`config.mk`:
```
export PLATFORM = sky130hd
export DESIGN_NAME = accelerator_vector_integration_controller
export DESIGN_NICKNAME = d
export VERILOG_FILES = /design/src/rtl/accelerator_integration_pkg.sv /design/src/rtl/accelerator_float_op_issue.sv /design/src/rtl/accelerator_vector_integration_controller.sv
export SDC_FILE = /design/constraint.sdc
export NUM_CORES = 2
export LEC_CHECK = 0
export BUFFER_PORTS_ARGS = -buffer_cell sky130_fd_sc_hd__buf_2
export CAP_MARGIN = 10
export CORE_AREA = 2 2 359 361
export CTS_BUF_LIST = sky130_fd_sc_hd__clkbuf_4 sky130_fd_sc_hd__clkbuf_8 sky130_fd_sc_hd__clkbuf_16
export CTS_CLUSTER_DIAMETER = 40
export DETAILED_ROUTE_END_ITERATION = 8
export DIE_AREA = 0 0 361 363
export PLACE_DENSITY = 0.43
export RECOVER_POWER = 50
export SYNTH_ARGS = -nofsm -noshare
export SYNTH_HDL_FRONTEND = slang
export SYNTH_SLANG_ARGS = --single-unit
```
`constraint.sdc`:
```
create_clock -name CLK -period 5.8 [get_ports CLK]
set_input_delay 0 -clock CLK [delete_from_list [all_inputs] [get_ports CLK]]
set_output_delay 0 -clock CLK [all_outputs]
set_load 0.005 [all_outputs]
```
`src/rtl/accelerator_integration_pkg.sv`:
```
// accelerator_integration_pkg: sequencer states and binary64 constants shared by the integration controller files.
package accelerator_integration_pkg;
    typedef enum logic [2:0] {S_IDLE, S_DIV, S_HALF, S_WAIT_IN, S_SUM, S_MUL, S_ADD, S_DONE} state_e;
    localparam logic [63:0] FLOAT_ZERO = 64'h0000_0000_0000_0000;
    localparam logic [63:0] FLOAT_HALF = 64'h3FE0_0000_0000_0000;
    localparam logic        OP_ADD     = 1'b0;
endpackage

```
`src/rtl/accelerator_float_op_issue.sv`:
```
// accelerator_float_op_issue: issues a one-cycle START to a scalar float unit, holds its operands
// until the next issue, and flags done only for a READY that answers an outstanding request.
module accelerator_float_op_issue #(
    parameter int W = 64
) (
    input  logic         clk,
    input  logic         rst,
    input  logic         issue_i,
    input  logic [W-1:0] a_i,
    input  logic [W-1:0] b_i,
    input  logic         ready_i,
    output logic         start_o,
    output logic [W-1:0] data_a_o,
    output logic [W-1:0] data_b_o,
    output logic         done_o
);
    logic         start_q, pending_q;
    logic [W-1:0] a_q, b_q;

    always_ff @(posedge clk) begin
        if (rst) begin
            start_q   <= 1'b0;
            pending_q <= 1'b0;
            a_q       <= '0;
            b_q       <= '0;
        end else begin
            start_q   <= issue_i;
            pending_q <= issue_i | (pending_q & ~ready_i);
            if (issue_i) begin
                a_q <= a_i;
                b_q <= b_i;
            end
        end
    end

    assign start_o  = start_q;
    assign data_a_o = a_q;
    assign data_b_o = b_q;
    assign done_o   = pending_q & ready_i;
endmodule

```
`src/rtl/accelerator_vector_integration_controller.sv`:
```
// accelerator_vector_integration_controller: streams a float vector through shared div/mul/add units to emit its running integral.
// Define INTEGRATION_TRAPEZOIDAL_EN for the trapezoidal rule; Euler rule otherwise.
module accelerator_vector_integration_controller
    import accelerator_integration_pkg::*;
#(
    parameter int DATA_SIZE    = 64,
    parameter int CONTROL_SIZE = 64
) (
    input  logic                 CLK,
    input  logic                 RST,
    input  logic                 START,
    output logic                 READY,
    input  logic                 DATA_IN_ENABLE,
    output logic                 DATA_OUT_ENABLE,
    input  logic [DATA_SIZE-1:0] SIZE_IN,
    input  logic [DATA_SIZE-1:0] PERIOD_IN,
    input  logic [DATA_SIZE-1:0] LENGTH_IN,
    input  logic [DATA_SIZE-1:0] DATA_IN,
    output logic [DATA_SIZE-1:0] DATA_OUT,
    output logic                 START_DIV,
    output logic                 START_MUL,
    output logic                 START_ADD,
    input  logic                 READY_DIV,
    input  logic                 READY_MUL,
    input  logic                 READY_ADD,
    output logic                 OPERATION_ADD,
    output logic [DATA_SIZE-1:0] DATA_A_DIV,
    output logic [DATA_SIZE-1:0] DATA_B_DIV,
    output logic [DATA_SIZE-1:0] DATA_A_MUL,
    output logic [DATA_SIZE-1:0] DATA_B_MUL,
    output logic [DATA_SIZE-1:0] DATA_A_ADD,
    output logic [DATA_SIZE-1:0] DATA_B_ADD,
    input  logic [DATA_SIZE-1:0] DATA_OUT_DIV,
    input  logic [DATA_SIZE-1:0] DATA_OUT_MUL,
    input  logic [DATA_SIZE-1:0] DATA_OUT_ADD
);
    if (CONTROL_SIZE < 1) begin : g_bad_control_size
    end

    state_e               state_q, state_d;
    logic [DATA_SIZE-1:0] size_q, size_d, h_q, h_d, acc_q, acc_d, count_q, count_d, out_q, out_d;
    logic                 doe_q, doe_d, ready_q, ready_d;
    logic                 div_go, mul_go, add_go, div_done, mul_done, add_done;
    logic [DATA_SIZE-1:0] mul_a, mul_b, add_a, add_b;
`ifdef INTEGRATION_TRAPEZOIDAL_EN
    logic [DATA_SIZE-1:0] xp_q, xp_d;
`endif

    always_comb begin
        state_d = state_q;
        size_d  = size_q;
        h_d     = h_q;
        acc_d   = acc_q;
        count_d = count_q;
        out_d   = out_q;
        div_go  = 1'b0;
        mul_go  = 1'b0;
        add_go  = 1'b0;
        mul_a   = DATA_IN;
        mul_b   = h_q;
        add_a   = acc_q;
        add_b   = DATA_OUT_MUL;
`ifdef INTEGRATION_TRAPEZOIDAL_EN
        xp_d    = xp_q;
`endif
        case (state_q)
            S_IDLE: if (START) begin
                size_d  = SIZE_IN;
                acc_d   = FLOAT_ZERO[DATA_SIZE-1:0];
                count_d = '0;
`ifdef INTEGRATION_TRAPEZOIDAL_EN
                xp_d    = FLOAT_ZERO[DATA_SIZE-1:0];
`endif
                div_go  = SIZE_IN != '0;
                state_d = div_go ? S_DIV : S_DONE;
            end
            S_DIV: if (div_done) begin
                h_d = DATA_OUT_DIV;
`ifdef INTEGRATION_TRAPEZOIDAL_EN
                mul_go  = 1'b1;
                mul_a   = DATA_OUT_DIV;
                mul_b   = FLOAT_HALF[DATA_SIZE-1:0];
                state_d = S_HALF;
`else
                state_d = S_WAIT_IN;
`endif
            end
`ifdef INTEGRATION_TRAPEZOIDAL_EN
            S_HALF: if (mul_done) begin
                h_d     = DATA_OUT_MUL;
                state_d = S_WAIT_IN;
            end
            S_WAIT_IN: if (DATA_IN_ENABLE) begin
                add_go  = 1'b1;
                add_a   = DATA_IN;
                add_b   = xp_q;
                xp_d    = DATA_IN;
                state_d = S_SUM;
            end
            S_SUM: if (add_done) begin
                mul_go  = 1'b1;
                mul_a   = DATA_OUT_ADD;
                state_d = S_MUL;
            end
`else
            S_WAIT_IN: if (DATA_IN_ENABLE) begin
                mul_go  = 1'b1;
                state_d = S_MUL;
            end
`endif
            S_MUL: if (mul_done) begin
                add_go  = 1'b1;
                state_d = S_ADD;
            end
            S_ADD: if (add_done) begin
                acc_d   = DATA_OUT_ADD;
                out_d   = DATA_OUT_ADD;
                count_d = count_q + 1'b1;
                state_d = count_d == size_q ? S_DONE : S_WAIT_IN;
            end
            S_DONE: state_d = S_IDLE;
            default: state_d = S_IDLE;
        endcase
        doe_d   = state_q == S_ADD && add_done;
        ready_d = state_q == S_DONE;
    end

    always_ff @(posedge CLK) begin
        if (RST) begin
            state_q <= S_IDLE;
            size_q  <= '0;
            h_q     <= '0;
            acc_q   <= '0;
            count_q <= '0;
            out_q   <= '0;
            doe_q   <= 1'b0;
            ready_q <= 1'b0;
`ifdef INTEGRATION_TRAPEZOIDAL_EN
            xp_q    <= '0;
`endif
        end else begin
            state_q <= state_d;
            size_q  <= size_d;
            h_q     <= h_d;
            acc_q   <= acc_d;
            count_q <= count_d;
            out_q   <= out_d;
            doe_q   <= doe_d;
            ready_q <= ready_d;
`ifdef INTEGRATION_TRAPEZOIDAL_EN
            xp_q    <= xp_d;
`endif
        end
    end

    // Each issuer only reports done for a READY answering its own outstanding start.
    accelerator_float_op_issue #(.W(DATA_SIZE)) u_div (
        .clk(CLK), .rst(RST), .issue_i(div_go), .a_i(LENGTH_IN), .b_i(PERIOD_IN), .ready_i(READY_DIV),
        .start_o(START_DIV), .data_a_o(DATA_A_DIV), .data_b_o(DATA_B_DIV), .done_o(div_done)
    );
    accelerator_float_op_issue #(.W(DATA_SIZE)) u_mul (
        .clk(CLK), .rst(RST), .issue_i(mul_go), .a_i(mul_a), .b_i(mul_b), .ready_i(READY_MUL),
        .start_o(START_MUL), .data_a_o(DATA_A_MUL), .data_b_o(DATA_B_MUL), .done_o(mul_done)
    );
    accelerator_float_op_issue #(.W(DATA_SIZE)) u_add (
        .clk(CLK), .rst(RST), .issue_i(add_go), .a_i(add_a), .b_i(add_b), .ready_i(READY_ADD),
        .start_o(START_ADD), .data_a_o(DATA_A_ADD), .data_b_o(DATA_B_ADD), .done_o(add_done)
    );

    assign DATA_OUT        = out_q;
    assign DATA_OUT_ENABLE = doe_q;
    assign READY           = ready_q;
    assign OPERATION_ADD   = OP_ADD;
endmodule

```
==> impl_metrics.py <==
metrics = {
    "status": {
        "status": "finished, violations left",
        "violations": "capacitance limit, slew limit",
    },
    "yosys": {
        "postSynthAreaPerCell_um2": 7.72,
        "synth_edf_count": 0,
        "seq_area_frac_synth": 0.525,
        "yosys.area.top_type_share": 0.525,
        "synthTopCellsByCount": "1290 x nand2_1, 715 x dfxtp_1, 714 x a21oi_1",
        "synth_top_area_cell": "dfxtp_1",
        "synthCells": 3532,
        "synth.most_common_cell": "nand2_1",
        "synthTopCellsByArea": "dfxtp_1 52%, nand2_1 18%, a21oi_1 13%",
        "ys_ff_latch": 715,
        "synth_fp_nets": 3988,
        "netlist_area_um2": 27300,
        "ys_async_sr_fraction": 0,
        "synthFlopType": "dfxtp_1",
        "yosysWarnings": 0,
        "yosysUniqueCellTypes": 56,
    },
    "sta": {
        "report.final.slew_viol_count": 219,
        "max_clock_freq_mhz": 224,
        "report.final.hold_viol_count": 0,
        "rsz0062_at_grt": "no",
        "finalSetupViolations": 0,
        "finalCritPeriodShare": 0.769,
        "relSlewSlack": -0.875,
        "tightest_slew_ns": 2.81,
        "clock_skew_ns": 0.0284,
        "setup_ws_ns": 1.34,
        "finalCriticalPeriod_ns": 4.46,
        "tns_ns": 0,
    },
    "route": {
        "via_per_inst": 4.47,
        "num_vias": 30463,
        "drc": 0,
        "drtAntennaViolNets": 0,
        "wl_per_cell_um": 19.3,
        "dr.pass1.iters": 6,
        "drt_iter0_drc": 1967,
        "wl_mm": 132,
    },
    "floorplan": {
        "initial_core_util": 0.215,
        "fp.dieH_um": 363,
        "row_count": 131,
        "dieArea_um2": 131000,
        "die_w_um": 361,
        "fp.coreArea_um2": 127000,
        "ios": 909,
    },
    "place": {
        "dp_slack_ns": 1.76,
        "dpl.hpwl_mm": 91.0,
        "portBuffers": 907,
        "gp_congestion": 0.885,
        "dp.cells": 5869,
    },
    "setup_path": {
        "cp_max_fo": 66,
        "end_kind": "register",
        "reg2reg_depth": 5,
        "cp_data_arrival_time_ns": 5.11,
        "required_ns": 6.45,
        "path_class": "register to register",
        "ff2ff_setup_slack_ns": 1.34,
        "worstSetupStartpointType": "register",
    },
    "final_layout": {
        "stdcell_count": 6809,
        "register_area_um2": 14300,
        "drive_above_1_share": 0.162,
        "nets": 5466,
        "fillers": 13629,
        "syn2layout_area_growth_pct": 63.0,
        "multi_input_area_um2": 12000,
    },
    "clocking": {
        "cts_resized": 0,
        "cts_buffers": 144,
        "hold_buffers": 657,
        "cts_tree": "done",
        "cts_setup_buffers": 0,
        "clock_path_buffers": 3,
        "clock_sinks": 715,
        "htreeDepth": 4,
        "clk_pin_slew_worst_paths_ns": 0.06,
        "cts-root-buf": "clkbuf_16",
        "clk_latency_ns": 0.76,
    },
    "grt": {
        "grt-ovfl-total": 0,
        "grt_pass1_vias": 30034,
        "grt_usage": 0.193,
        "grt_pass1_wl_mm": 193,
        "grt_max_degree": 189,
        "antenna_found_initial": 30,
    },
    "power_and_ir_drop": {
        "p_per_area_nw_per_um2": 339,
        "p_leak_nw": 16.7,
        "vdd_drop_max_mv": 0.273,
        "power_mw": 15.1,
    },
    "worst_hold_path": {
        "holdPathStages": 4,
        "hold_class": "primary input to register",
    },
    "job": {
        "maxCapViolCount": 4,
    },
}
sequential cells by signal (all words and copies together) (netlist names):
| register | cells |
|---|---|
| count_q | 64 |
| u_mul.start_o | 1 |
| u_add.pending_q | 1 |
| u_add.data_b_o | 64 |
| u_div.data_a_o | 64 |
| READY | 1 |
| acc_q | 64 |
| u_div.start_o | 1 |
| u_mul.data_b_o | 64 |
| DATA_OUT_ENABLE | 1 |
| u_mul.data_a_o | 64 |
| u_div.data_b_o | 64 |
| u_add.start_o | 1 |
| u_div.pending_q | 1 |
| u_mul.pending_q | 1 |
| u_add.data_a_o | 64 |
| state_q | 3 |
| size_q | 64 |
| DATA_OUT | 64 |
| h_q | 64 |
worst max-delay path, cell delays in order (launching register included):
cell	delay (ns)
dfxtp_1	0.51
inv_1	0.43
or3_1	2.09
buf_4	0.87
nand2_1	0.14
a21oi_1	0.17
metal layers:
metal	track usage	vias up	share of wire
met5	0	-	0.00062
met4	0.0807	12	0.039
met3	0.0554	266	0.069
met2	0.316	1040	0.47
met1	0.235	14361	0.42
li1	-	14784	-
cell families after synthesis:
family | after synthesis | share of synthesized area
muxes | 5 | 0.00193
adders and majority gates | 1 | 0.000459
buffers and inverters | 266 | 0.0373
AOI/OAI and AO/OA | 827 | 0.159
and+or+nand+nor | 1617 | 0.244
DFF | 715 | 0.525
xor gates and xnor gates | 100 | 0.0321
other | 1 | 0.000138
layout by cell type (no fill, tap or decap), types with 27 or more instances in the layout:
cell type | synthesis | final
a21oi_1 | 714 | 714
buf_2 | 11 | 513
clkbuf_1 | 246 | 394
clkbuf_16 | 0 | 148
dfxtp_1 | 715 | 715
dlygate4sd3_1 | 0 | 657
nand2_1 | 1290 | 1290
nand3_1 | 41 | 41
nand4_1 | 30 | 30
nor2_1 | 87 | 85
nor3_1 | 43 | 42
nor4_1 | 29 | 27
o21ai_0 | 46 | 46
xnor2_1 | 68 | 68
xor2_1 | 32 | 32
final cells by class:
| type | instances | share of cell area |
|---|---|---|
| Clock buffer | 174 | 0.0896 |
| Clock inverter | 87 | 0.0245 |
| Multi-Input combinational cell | 2551 | 0.270 |
| Tap cell | 1662 | 0.0468 |
| Inverter | 2 | 0.000169 |
| Timing Repair Buffer | 1596 | 0.246 |
| Sequential cell | 715 | 0.322 |
| Antenna cell | 22 | 0.00124 |
report_power, final:
| group | total, mW | internal, mW | switching, mW |
|---|---|---|---|
| combinational | 1.26 | 0.574 | 0.691 |
| sequential | 5.13 | 5.04 | 0.0896 |
| clock | 8.69 | 5.70 | 2.99 |
| total | 15.1 | 11.3 | 3.77 |
worst paths after layout:
check	startpoint	end
max	state_q[2]	u_add.data_b_o[1]
min	PERIOD_IN[27]	u_div.data_b_o[27]
max reg2reg	state_q[2]	u_add.data_b_o[1]
min reg2reg	acc_q[22]	u_add.data_a_o[22]
stage by stage:
stage,cell area (µm²),util,hold WS (ns)
final,44500,0.350,0.0594
after global routing,44400,0.350,0.0264
after CTS,44900,0.354,0.000201
after detailed placement,33300,0.262,0.246
after global placement,33300,0.262,0.239
after floorplan,27300,-,0.136
No activity file was read; power rests on OpenSTA's default activity.
